File: config.mk
export PLATFORM = sky130hd
export DESIGN_NAME = hslp_mul_pipe
export DESIGN_NICKNAME = d
export VERILOG_FILES = /design/src/rtl/hslp_mul_pipe.sv
export SDC_FILE = /design/constraint.sdc
export NUM_CORES = 1
export LEC_CHECK = 0
export ABC_AREA = 1
export BUFFER_PORTS_ARGS = -buffer_cell sky130_fd_sc_hd__buf_2
export CORE_MARGIN = 2
export CORE_UTILIZATION = 25
export DETAILED_ROUTE_END_ITERATION = 10
export PLACE_DENSITY = 0.36
export SYNTH_ARGS = -nofsm -noshare
export SYNTH_HDL_FRONTEND = slang
export SYNTH_SLANG_ARGS = --single-unit
File: constraint.sdc
create_clock -name clk -period 4.8 [get_ports clk]
set_input_delay 0 -clock clk [delete_from_list [all_inputs] [get_ports clk]]
set_output_delay 0 -clock clk [all_outputs]
set_load 0.02 [all_outputs]
File: src/rtl/hslp_mul_pipe.sv
// rtl/hslp_mul_pipe.sv - pipelined nibble-tile truncated approximate multiplier (optional HSLP_COMP_EN bias + saturation)
module hslp_mul_pipe #(
    parameter int WIDTH = 8,
    parameter int TAG_W = 4,
    parameter int KW    = $clog2(2*WIDTH)+1
) (
    input  logic                 clk,
    input  logic                 rst_n,
    input  logic                 in_valid,
    output logic                 in_ready,
    input  logic [WIDTH-1:0]     a,
    input  logic [WIDTH-1:0]     b,
    input  logic [KW-1:0]        k,
    input  logic [TAG_W-1:0]     in_tag,
    output logic                 out_valid,
    input  logic                 out_ready,
    output logic [2*WIDTH-1:0]   prod,
    output logic [TAG_W-1:0]     out_tag,
    output logic                 busy
);

    localparam int N  = WIDTH/4;
    localparam int NT = N*N;
    localparam int PW = 2*WIDTH;
`ifdef HSLP_COMP_EN
    localparam int AW = PW+1;
`else
    localparam int AW = PW;
`endif
    localparam logic [KW-1:0] KMAX = KW'(PW);

    logic                  advance;
    logic                  v0, v1, v2;
    logic [WIDTH-1:0]      a0, b0;
    logic [KW-1:0]         keff0;
    logic [TAG_W-1:0]      tag0, tag1;
    logic [NT-1:0][7:0]    tile_next, tile1;
    logic [KW-1:0]         k_eff_in;
    logic [AW-1:0]         acc;
    logic [PW-1:0]         result;
`ifdef HSLP_COMP_EN
    logic [KW-1:0]         keff1;
    logic [AW-1:0]         bias, total;
`endif

    assign advance   = !v2 || out_ready;
    assign in_ready  = advance;
    assign out_valid = v2;
    assign busy      = v0 | v1 | v2;
    assign k_eff_in  = (k > KMAX) ? KMAX : k;

    // Tile products with every bit below the truncation column cleared.
    always_comb begin
        logic [7:0] pp;
        pp        = '0;
        tile_next = '0;
        for (int i = 0; i < N; i++) begin
            for (int j = 0; j < N; j++) begin
                pp = {4'b0, a0[4*i +: 4]} * {4'b0, b0[4*j +: 4]};
                for (int t = 0; t < 8; t++) begin
                    if (KW'(4*(i+j)+t) >= keff0)
                        tile_next[i*N+j][t] = pp[t];
                end
            end
        end
    end

    always_comb begin
        acc = '0;
        for (int i = 0; i < N; i++) begin
            for (int j = 0; j < N; j++) begin
                acc = acc + (AW'(tile1[i*N+j]) << (4*(i+j)));
            end
        end
    end

`ifdef HSLP_COMP_EN
    // Half-LSB bias at the truncation column; extra acc bit catches overflow.
    always_comb begin
        bias   = (keff1 == '0) ? '0 : (AW'(1) << (keff1 - KW'(1)));
        total  = acc + bias;
        result = total[PW] ? '1 : total[PW-1:0];
    end
`else
    assign result = acc;
`endif

    always_ff @(posedge clk) begin
        if (!rst_n) begin
            v0      <= 1'b0;
            v1      <= 1'b0;
            v2      <= 1'b0;
            a0      <= '0;
            b0      <= '0;
            keff0   <= '0;
            tag0    <= '0;
            tile1   <= '0;
            tag1    <= '0;
            prod    <= '0;
            out_tag <= '0;
`ifdef HSLP_COMP_EN
            keff1   <= '0;
`endif
        end else if (advance) begin
            v0 <= in_valid;
            v1 <= v0;
            v2 <= v1;
            if (in_valid) begin
                a0    <= a;
                b0    <= b;
                keff0 <= k_eff_in;
                tag0  <= in_tag;
            end
            if (v0) begin
                tile1 <= tile_next;
                tag1  <= tag0;
`ifdef HSLP_COMP_EN
                keff1 <= keff0;
`endif
            end
            if (v1) begin
                prod    <= result;
                out_tag <= tag1;
            end
        end
    end

endmodule

==> impl_metrics.csv <==
group,metric,value,unit
clock_network,clkLatencyLatePin,0.35,ns
clock_network,cts_tree,"done",
yosys,synth.distinct_cells,37,
yosys,ys.flop_type,"dfxtp_1",
outcome,status,"finished, final reports clean",
worst_setup_path,cp_data_required_time,5.00,ns
detailed_routing,route.detailed.drc,0,
clock_network,htree_num_levels,3,
pwr,swShare,0.312,
global_routing,first_global_vias,5190,
detailed_routing,wl,15500,um
place,hpwl,12200,um
detailed_routing,drtPass1Iterations,5,
job,drv_cap,0,
timing,fin_ws,1.75,ns
timing,finalSetupViolCount,0,
clock_network,post_cts_resized,0,
yosys,syn_nets,918,
yosys,synthMostInstantiatedCell,"nand2_1",
worst_setup_path,r2r_cells,12,
floorplan,rows,55,
floorplan,core,0.0226,mm^2
global_routing,gr-total-overflow,0,
yosys,synth_cells,808,
clock_network,clockBufferDepth,2,
place,gp_congestion,0.815,
timing,worstMarginPinSlew,0.796,ns
pwr,power.switching,0.000548,W
pwr,pwr-share-clk,0.407,
yosys,syn_area,0.00572,mm^2
yosys,synthTopCellsByArea,"dfxtp_1 (29%), ha_1 (12%), nand2_1 (11%), fa_1 (8.7%), inv_1 (8.4%)",
detailed_routing,routedWlPerCell,13.5,um
place,placed_cell_area,0.00616,mm^2
worst_setup_path,critPathMaxFanout,9,
pwr,power.leakage,3.67,nW
clock_network,clk_pin_slew_worst_paths,0.07,ns
cells_and_area,layout-drive-gt1-share,0.104,
global_routing,gr-usage-all-layers,0.137,
place,dp_cells,1108,
cells_and_area,area_growth_syn_to_layout,17.6,%
yosys,netlist_top_cells_count,"nand2_1 (168), inv_1 (128), nor2_1 (105)",
timing,relSlewSlack,0.469,
worst_setup_path,cp-start-kind,"flop",
cells_and_area,postLayoutCellArea,0.00673,mm^2
clock_network,cts_root_buffer,"clkbuf_16",
timing,hold_viol,0,
detailed_routing,vias,4929,
timing,max_freq,328,MHz
yosys,avgSynthCellArea,7.08,um^2
floorplan,dieArea,0.0241,mm^2
yosys,synth-async-reset-ratio,0,
pwr,power_frac_seq,0.443,
yosys,synth_top_cell_by_area,"dfxtp_1",
worst_hold_path,min_path_cells,3,
yosys,synth_top_area_frac,0.294,
timing,rsz0062_at_grt,"false",
yosys,yosysWarnings,0,
worst_setup_path,path_class,"reg2reg",
timing,fin_crit_sh,0.635,
detailed_routing,drtAntennaViolNets,0,
floorplan,die_h,155,um
pwr,comb_power_share,0.150,
cells_and_area,nets,971,
pwr,power_per_cell_area,261,mW/mm^2
place,numPortBuffers,51,
global_routing,grt_pass1_wl,26200,um
clock_network,numCtsBuffers,9,
floorplan,io_pins,52,
timing,tns,0,ns
floorplan,die_w,155,um
pwr,peakVddDrop,0.155,mV
yosys,yosysSeqAreaShare,0.294,
place,pre_cts_slack,1.75,ns
clock_network,cts.sinks,84,
timing,drv_slew,0,
cells_and_area,n_antenna_cell,0,
detailed_routing,drt_iter0_markers,126,
global_routing,antenna_found_initial,0,
yosys,synth-seq-cells,84,
yosys,synth-edff-count,0,
worst_hold_path,hp-class,"in2reg",
worst_setup_path,critPathArrivalTime,3.25,ns
floorplan,initial_core_util,0.254,
detailed_routing,viasPerCell,4.28,
pwr,p_int,0.00121,W
timing,fin_worst_skew,0.0122,ns
cells_and_area,post_layout_nonfiller_instances,1151,
global_routing,grt_max_degree,49,
worst_setup_path,worst_setup_path_end_kind,"flop",
timing,layout_min_cycle_time,3.05,ns
layer usage:
layer / global-route usage / wire length [um] / up-vias
met1: 0.178 / 7820 / 2209
li1: - / - / 2649
met3: 0.0192 / 322 / 16
met4: 0.0476 / 320 / 0
met2: 0.234 / 7050 / 55
met5: 0 / 0 / -
layout by cell type (no fill, tap or decap), types with 3 or more instances in the layout:
cell type / n
inv_8: 4
inv_1: 128
nor2_1: 105
nand3_1: 42
clkbuf_16: 9
dlygate4sd3_1: 27
nand2_1: 168
nand3b_1: 3
o21ai_0: 54
clkinv_4: 3
buf_2: 51
nand4_1: 13
ha_1: 56
nand2_4: 3
dfxtp_1: 84
fa_1: 25
a21oi_1: 51
xor2_1: 3
or2_2: 7
metrics by stage:
stage | total power, W | hold slack (ns) | util
detailed placement | 0.00105 | 0.259 | 0.273
global placement | 0.00105 | 0.257 | 0.273
global route | 0.00186 | 0.0187 | 0.298
CTS | 0.00180 | 0.000972 | 0.298
floorplan | 0.000965 | 0.148 | -
finish | 0.00176 | 0.00847 | 0.298
critical path: stages, from the launching register on:
cell and delay [ns]:
dfxtp_1 0.51, nand2_1 0.13, fa_1 0.55, inv_1 0.06
fa_1 0.58, inv_1 0.07, fa_1 0.41, inv_1 0.07
nand2_1 0.06, a21boi_0 0.21, o21ai_0 0.10, nand3_1 0.09
a21oi_1 0.06
flip-flops by register name, summed over array words and instances (netlist names):
register   count
v1             1
tag1           4
a0             8
out_tag        4
keff0          5
v0             1
tag0           4
b0             8
tile1         32
out_valid      1
prod          16
cells by family (layout without fill, tap and decap cells):
kind of cell | after synthesis | in the layout | share of synthesized area
xor gates and xnor gates | 5 | 5 | 0.00765
AOI/OAI and AO/OA | 120 | 120 | 0.111
adders and majority gates | 81 | 81 | 0.210
buffers and inverters | 169 | 227 | 0.120
DFF | 84 | 84 | 0.294
and+or+nand+nor | 349 | 349 | 0.257
path summary, 6_finish.rpt:
| kind | start | end | slack (ns) |
|---|---|---|---|
| worst min register to register | tag0[1] | tag0[1] | 0.49 |
| worst max-delay path | b0[3] | tile1[6] | 1.75 |
| worst min-delay path | k[1] | keff0[1] | 0.008 |
| worst max register to register | b0[3] | tile1[6] | 1.75 |
repair_timing:
item	in CTS	in global routing
hold buffers	27	0
setup buffers	0	0
hold endpoints to repair	25	0
power by group through the flow:
| stage | clock network (W) | logic, W | registers, W |
|---|---|---|---|
| floorplan | 0 | 0.000189 | 0.000776 |
| global placement | 0 | 0.000257 | 0.000795 |
| detailed placement | 0 | 0.000254 | 0.000796 |
| CTS | 0.000747 | 0.000272 | 0.000779 |
| global route | 0.000770 | 0.000307 | 0.000787 |
| finish | 0.000714 | 0.000263 | 0.000778 |
layout make-up:
type / count / area, um^2
fill: 2575 / 15800
multi-input combinational: 555 / 3350
sequential: 84 / 1680
timing repair buffer: 80 / 541
inverter: 131 / 499
tap: 285 / 357
clock buffer: 9 / 225
clock inverter: 7 / 76.3
Note: power is estimated with default switching activity, not from simulation.
